===== src/rtl/hl_pkg.sv =====
// Shared types and default sizing for the hidden-layer sequencer.
// Latency: n/a (declarations only).
// Backpressure: n/a.
package hl_pkg;

    typedef enum logic [2:0] {
        IDLE,
        CLR,
        FETCH,
        DRAIN,
        LATCH,
        EMIT,
        DONE
    } hl_state_t;

    localparam int HL_N_IN     = 64;
    localparam int HL_N_NEURON = 16;
    localparam int HL_DW       = 10;
    localparam int HL_AW       = 20;

endpackage


===== src/rtl/hl_sat_relu.sv =====
// Clamps a signed AW-bit accumulator value into signed DW bits; HL_RELU_EN zeroes negatives first.
// Latency: combinational.
// Backpressure: none.
module hl_sat_relu #(
    parameter int AW = 20,
    parameter int DW = 10
) (
    input  logic signed [AW-1:0] acc,
    output logic signed [DW-1:0] result
);

    localparam logic signed [AW-1:0] MAX_V = AW'((2 ** (DW - 1)) - 1);
    // Bitwise inverse of the largest positive value is the most negative DW-bit value.
    localparam logic signed [AW-1:0] MIN_V = ~MAX_V;

    logic signed [AW-1:0] clipped;

    // Optional rectification followed by the signed clamp.
    always_comb begin
        clipped = acc;
`ifdef HL_RELU_EN
        if (acc[AW-1]) begin
            clipped = '0;
        end
`else
`endif
        if (clipped > MAX_V) begin
            result = MAX_V[DW-1:0];
        end else if (clipped < MIN_V) begin
            result = MIN_V[DW-1:0];
        end else begin
            result = clipped[DW-1:0];
        end
    end

endmodule


===== src/rtl/hidden_layer_sequencer.sv =====
// Sequences one hidden layer over a shared MAC: clear, N_IN reads, drain, saturate, emit per neuron.
// Latency: N_IN+4 cycles per neuron with out_ready high; N_NEURON*(N_IN+4)+1 from first CLR to done.
// Backpressure: EMIT holds out_data/out_idx until out_ready; optional ReLU via HL_RELU_EN.
module hidden_layer_sequencer
    import hl_pkg::*;
#(
    parameter int N_IN     = HL_N_IN,
    parameter int N_NEURON = HL_N_NEURON,
    parameter int DW       = HL_DW,
    parameter int AW       = HL_AW
) (
    input  logic                                Clock,
    input  logic                                Clear,
    input  logic                                start,
    output logic                                busy,
    output logic                                done,
    output logic [$clog2(N_IN)-1:0]             in_addr,
    output logic [$clog2(N_IN*N_NEURON)-1:0]    w_addr,
    output logic                                mem_rd,
    output logic                                mac_clr,
    output logic                                mac_en,
    input  logic signed [AW-1:0]                acc_val,
    output logic                                out_valid,
    input  logic                                out_ready,
    output logic [$clog2(N_NEURON)-1:0]         out_idx,
    output logic signed [DW-1:0]                out_data
);

    localparam int KW = $clog2(N_IN);
    localparam int WW = $clog2(N_IN * N_NEURON);
    localparam int NW = $clog2(N_NEURON);

    hl_state_t            state_q, state_d;
    logic [KW-1:0]        k_q, k_d;
    logic [NW-1:0]        n_q, n_d;
    logic [NW-1:0]        idx_q, idx_d;
    logic signed [DW-1:0] data_q, data_d;
    logic                 mac_en_q;
    logic signed [DW-1:0] sat_val;

    hl_sat_relu #(
        .AW (AW),
        .DW (DW)
    ) u_sat (
        .acc    (acc_val),
        .result (sat_val)
    );

    // State, counters and the held result.
    always_ff @(posedge Clock or negedge Clear) begin
        if (!Clear) begin
            state_q <= IDLE;
            k_q     <= '0;
            n_q     <= '0;
            idx_q   <= '0;
            data_q  <= '0;
        end else begin
            state_q <= state_d;
            k_q     <= k_d;
            n_q     <= n_d;
            idx_q   <= idx_d;
            data_q  <= data_d;
        end
    end

    // Memory data arrives one cycle after the read strobe, so accumulate one cycle later.
    always_ff @(posedge Clock or negedge Clear) begin
        if (!Clear) begin
            mac_en_q <= 1'b0;
        end else begin
            mac_en_q <= mem_rd;
        end
    end

    // Next-state and per-state output decode.
    always_comb begin
        state_d   = state_q;
        k_d       = k_q;
        n_d       = n_q;
        idx_d     = idx_q;
        data_d    = data_q;
        mem_rd    = 1'b0;
        mac_clr   = 1'b0;
        in_addr   = '0;
        w_addr    = '0;
        out_valid = 1'b0;
        done      = 1'b0;
        case (state_q)
            IDLE: begin
                if (start) begin
                    n_d     = '0;
                    state_d = CLR;
                end
            end
            CLR: begin
                mac_clr = 1'b1;
                k_d     = '0;
                state_d = FETCH;
            end
            FETCH: begin
                mem_rd  = 1'b1;
                in_addr = k_q;
                w_addr  = WW'(n_q) * WW'(N_IN) + WW'(k_q);
                k_d     = k_q + 1'b1;
                if (k_q == KW'(N_IN - 1)) begin
                    state_d = DRAIN;
                end
            end
            DRAIN: begin
                state_d = LATCH;
            end
            LATCH: begin
                data_d  = sat_val;
                idx_d   = n_q;
                state_d = EMIT;
            end
            EMIT: begin
                out_valid = 1'b1;
                if (out_ready) begin
                    if (n_q == NW'(N_NEURON - 1)) begin
                        state_d = DONE;
                    end else begin
                        n_d     = n_q + 1'b1;
                        state_d = CLR;
                    end
                end
            end
            DONE: begin
                done    = 1'b1;
                n_d     = '0;
                state_d = IDLE;
            end
            default: begin
                state_d = IDLE;
            end
        endcase
    end

    assign busy     = (state_q != IDLE);
    assign mac_en   = mac_en_q;
    assign out_idx  = (state_q == EMIT) ? idx_q  : '0;
    assign out_data = (state_q == EMIT) ? data_q : '0;

endmodule


===== config.mk =====
export PLATFORM = sky130hd
export DESIGN_NAME = hidden_layer_sequencer
export DESIGN_NICKNAME = d
export VERILOG_FILES = /design/src/rtl/hl_pkg.sv /design/src/rtl/hl_sat_relu.sv /design/src/rtl/hidden_layer_sequencer.sv
export SDC_FILE = /design/constraint.sdc
export NUM_CORES = 1
export LEC_CHECK = 0
export ABC_AREA = 1
export CAP_MARGIN = 0
export CORE_ASPECT_RATIO = 1.5
export CORE_MARGIN = 4
export CORE_UTILIZATION = 40
export CTS_CLUSTER_SIZE = 16
export DETAILED_ROUTE_END_ITERATION = 7
export MAX_ROUTING_LAYER = met4
export PLACE_DENSITY_LB_ADDON = 0.12
export SLEW_MARGIN = 15
export SYNTH_ARGS = -nofsm -noshare
export SYNTH_HDL_FRONTEND = slang
export SYNTH_HIERARCHICAL = 1
export SYNTH_SLANG_ARGS = --single-unit

===== constraint.sdc =====
create_clock -name Clock -period 1.52 [get_ports Clock]
set_input_delay 0.228 -clock Clock [delete_from_list [all_inputs] [get_ports Clock]]
set_output_delay 0.228 -clock Clock [all_outputs]
set_load 0.02 [all_outputs]

# Word level (Yosys, flattened, before mapping)
# Index checks and enable logic that the tools add are counted.
[totals]
ff_bits = 28
out_inout_bits = 36
word_cells = 49
[op_classes]
addsub = 3
n_lt_le_gt_ge = 2
eq_ne = 12
n_mux = 20
n_reduce_logical = 6
[op_table]
columns = ["op", "n"]
rows = [
  ["2-to-1 mux 10 bit", 4],
  ["> comparator 20 x 10 -> 1 bit (second input constant)", 1],
  ["less-than comparator 20 x 10 -> 1 bit (second input constant)", 1],
  ["case mux 3 bit (6 select lines)", 1],
  ["2-to-1 mux 4 bit", 4],
  ["2-to-1 mux 3 bit", 4],
  ["case mux 4 bit (3 select lines)", 1],
  ["case mux 6 bit (2 select lines)", 1],
  ["adder 10 x 6 -> 10 bit", 1],
  ["== test 3 bit (second input constant)", 3],
  ["!= test 2 bit (second input constant)", 4],
  ["adder 6 x 1 -> 6 bit (second input constant)", 1],
  ["== test 3 x 2 -> 1 bit (second input constant)", 2],
  ["== test 6 bit (second input constant)", 1],
  ["2-to-1 mux 6 bit", 1],
  ["nonzero test 3 bit", 2],
  ["adder 4 x 1 -> 4 bit (second input constant)", 1],
  ["== test 4 bit (second input constant)", 1],
  ["2-to-1 mux 1 bit", 4],
  ["AND reduction 4 bit", 1],
  ["== test 3 x 1 -> 1 bit (second input constant)", 1],
  ["logical NOT 3 bit", 1],
  ["AND reduction 3 bit", 1],
  ["nonzero test 2 bit", 1],
]

# Longest topological paths before layout
# Gate-level depths: netlist of run 1.
[depth]
depth_word = 4
ltp_mapped = 8

# Modules after synthesis
# Netlist of run 1, hierarchy kept.
[modules_own_cells]
columns = ["module", "n_inst", "cells_each", "area_per_inst_um2"]
rows = [
  ["hidden_layer_sequencer", 1, 208, 1527.7],
  ["hl_sat_relu", 1, 37, 173.9],
]

# Worst setup path before layout of run 1
# OpenSTA, ideal clock, no wires.
[synth_timing]
path_type = "reg2out"
startpoint = "register state_q[2]"
endpoint = "output w_addr[5]"
arrival_time_ns = 1.403
setup_slack_ns = -0.111
stages_incl_launch_ff = 6
n_path_buf = 2
path_cell_list = "dfrtp_1 -> inv_1 -> nand3_2 -> buf_2 -> nor2_1 -> buf_4"
[synth_between]
elab_chain_len = 2
[synth_rtl]
columns = ["item", "line_no", "source"]
rows = [
  ["start: declaration", "hidden_layer_sequencer.sv:33", "hl_state_t state_q, state_d;"],
  ["start signal: assignment", "hidden_layer_sequencer.sv:58", "state_q <= state_d;"],
  ["== test 3 x 2 -> 1 bit", "hidden_layer_sequencer.sv:88", "case (state_q)"],
  ["2-to-1 mux 10 bit", "hidden_layer_sequencer.sv:88", ""],
  ["end: declaration", "hidden_layer_sequencer.sv:18", "output logic [$clog2(N_IN*N_NEURON)-1:0] w_addr,"],
]
# No other way between the ends.

# Worst setup path in the final report of run 1
[layout_timing]
startpoint = "register state_q[1]"
endpoint = "output out_data[3]"
[layout_between]
elab_chain_len = 2
[layout_rtl]
columns = ["item", "line_no", "source"]
rows = [
  ["== test 3 bit", "hidden_layer_sequencer.sv:142", "assign out_data = (state_q == EMIT) ? data_q : '0;"],
  ["2-to-1 mux 10 bit", "hidden_layer_sequencer.sv:142", ""],
  ["end: declaration", "hidden_layer_sequencer.sv:26", "output logic signed [DW-1:0] out_data"],
]
# No other way between the ends.

==> results of run 1 <==
report_power, final:
| group | internal, mW | switching [mW] | leakage [nW] | total [mW] |
|---|---|---|---|---|
| clock | 0.177 | 0.211 | 0.0216 | 0.389 |
| combinational | 0.0749 | 0.0665 | 1.01 | 0.141 |
| sequential | 0.760 | 0.00418 | 0.337 | 0.765 |
layer usage:
layer,vias to the layer above,GRT usage [%],routed length (µm)
li1,892,-,-
met1,765,19.0,1700
met2,38,31.7,2380
met3,4,2.06,261
met4,0,5.33,48
met5,-,-,0
worst max-delay path, cell delays in order (launching register included):
cell       delay (ns)
dfrtp_2          0.45
inv_2            0.09
nand3_4          0.10
clkbuf_16        0.18
nor2_2           0.08
buf_4            0.14
final cells by class:
type	count	area [µm²]	share of cell area, %
multi-input cells	166	940	34.6
repair buffers	84	833	30.7
flip-flops and latches	28	702	25.9
inverters	38	143	5.25
well taps	45	56.3	2.07
clock buffers	3	41.3	1.52
stage by stage:
step,setup TNS [ns],utilization (%),hold slack (ns)
3_5_place_dp,-4.92,60.9,0.473
2_1_floorplan,-0.557,-,-0.0676
4_1_cts,-0.0169,59.4,0.360
6_report,-0.0792,67.4,0.344
3_3_place_gp,-4.25,60.9,0.466
5_1_grt,-1.70,67.4,0.367
what timing repair did:
item                       in CTS  in global routing
buffers inserted                1                  1
setup endpoints to repair      35                 36
gates cloned                    0                  1
pin swaps                       2                  6
resized for setup             163                 88
path summary, 6_finish.rpt:
check | start | endpoint | slack [ns] | cells after the start
max | state_q[1] | out_data[3] | -0.02 | 5
min | Clear | mac_en | 0.34 | 2
max reg2reg | state_q[1] | n_q[1] | 0.06 | 10
min reg2reg | k_q[3] | k_q[3] | 0.49 | 1
max in group asynchronous | Clear | state_q[1] | 0.89 | 2
min in group Clock | k_q[3] | k_q[3] | 0.49 | 1
cells in the final DEF, fill, tap and decap left out:
master            n
clkdlybuf4s50_1  24
o21ai_0           9
nand3b_1          1
o21bai_1          1
buf_12            2
nor2_4           18
nor2_1           27
buf_6            30
buf_2             5
nand2_2           3
nand3_1          16
a21oi_1          14
ha_1              2
o21bai_4          1
clkbuf_16         1
clkbuf_8          3
buf_4            22
inv_1            34
o22ai_1           2
dfrtp_2           1
nand3_4           2
nand2_1          54
nand3_2           1
nand2_4           2
nor3_1            1
inv_2             4
dfrtp_1          27
nor2_2           12
state kept, by name (all words and copies together) (netlist names):
| signal | cells |
|---|---|
| mac_en | 1 |
| idx_q | 4 |
| k_q | 6 |
| data_q | 10 |
| n_q | 4 |
| state_q | 3 |
kinds of logic after synthesis:
family | after synthesis | share of synthesized area, %
compound gates | 27 | 9.04
fa+ha+maj | 2 | 1.47
buf+inv | 51 | 13.7
flops | 28 | 41.2
simple gates | 137 | 34.6
==> flow_summary.json, run 1 <==
{
  "status": "finished, violations left",
  "failed_checks": "setup timing",
  "netlist_area_um2": 1700,
  "area.growth.synth_to_final_pct": 59.6,
  "yosys_most_used_dff": "dfrtp_1",
  "overflow": 0,
  "synthArstFlopShare_pct": 100,
  "worst_pin_slew_ns": 0.371,
  "total_power_mw": 1.29,
  "synthTopCellsByCount": "56 x nand2_1, 52 x nor2_1, 37 x inv_1, 28 x dfrtp_1, 16 x nand3_1",
  "place_area_um2": 2450,
  "arrival_ns": 1.31,
  "die_area_um2": 5380,
  "synthDistinctLibCells": 23,
  "drtAntennaViolNets": 0,
  "dpl.cell_count": 359,
  "min_period_ns": 1.54,
  "yosysSeqAreaShare_pct": 41.2,
  "cts.sinks": 28,
  "cts_made_buffers": 3,
  "slew_headroom_pct": 75.3,
  "viasPerCell": 4.67,
  "initial_core_util_pct": 42.2,
  "drive_gt1_share_pct": 33.5,
  "criticalPathCategory": "flop to output pin",
  "drtIter0Drc": 66,
  "slew_violations": 0,
  "end_kind": "output pin",
  "fmax_mhz": 649,
  "crit_fanout": 8,
  "wl_per_cell_um": 12.1,
  "final_cells": 364,
  "htree_num_levels": 1,
  "path_clk_slew_ns": 0.09,
  "antenna_found_initial": 0,
  "skew_ns": 0.00203,
  "post-dp-hpwl_mm": 3.30,
  "post-synth-top-count-cell": "nand2_1",
  "synth_top_cell_by_area": "dfrtp_1",
  "gp_congestion": 0.829,
  "clk_path_buf_depth": 2,
  "die-height_um": 87.9,
  "ir_worst_vdd_mv": 0.421,
  "setup_slack_ns": -0.0214,
  "die_x_um": 61.3,
  "insertedDiodeCount": 0,
  "cap_violations": 0,
  "drt_first_pass_iters": 4,
  "synthesis.instances": 245,
  "rows": 28,
  "nets": 347,
  "drc_errors": 0,
  "vias": 1699,
  "cts_hold_buf": 0,
  "grt_pass1_vias": 1661,
  "wirelength_mm": 4.39,
  "critical_path.startpoint_type": "flop",
  "pre_cts_slack_ns": -0.209,
  "port_buffers": 59,
  "powerDensity_nw_per_um2": 477,
  "avgSynthCellArea_um2": 6.95,
  "hold_viol_final": 0,
  "cts_root_buffer": "clkbuf_8",
  "p_leak_nw": 1.37,
  "cts_tree": "done",
  "ys_warn_count": 6,
  "synth_seq_cells": 28,
  "synth_nets": 271,
  "synth_edf_count": 0,
  "setup_violations": 7,
  "final_cell_area_um2": 2720,
  "yosysTopAreaCellShare_pct": 41.2,
  "grt_max_degree": 29,
  "pin_count": 60,
  "yosys-top-cells-area": "dfrtp_1 41%, nand2_1 12%, nor2_1 11%, inv_1 8.2%, nand3_1 4.7%",
  "rsz0062_at_grt": "yes",
  "cp.required_ns": 1.29,
  "grt_pass1_wl_mm": 7.04,
  "core_area_um2": 4030,
  "grt_util_all_layers_pct": 17.4,
  "post-route-period-util_pct": 101,
  "worstSkewPairLatency_ns": 0.26,
  "fill_cells": 366,
  "hold_class": "primary input to async pin"
}
No activity file was read; power rests on OpenSTA's default activity.
==> run 2: changes to the inputs <==
--- a/config.mk
+++ b/config.mk
@@ -12,6 +12,7 @@
 export CORE_UTILIZATION = 40
 export CTS_CLUSTER_SIZE = 16
 export DETAILED_ROUTE_END_ITERATION = 7
+export HOLD_SLACK_MARGIN = 0.02
 export MAX_ROUTING_LAYER = met4
 export PLACE_DENSITY_LB_ADDON = 0.12
 export SLEW_MARGIN = 15
==> results of run 2 <==
No change in the layout: final DEF, timing and power equal those of run 1.
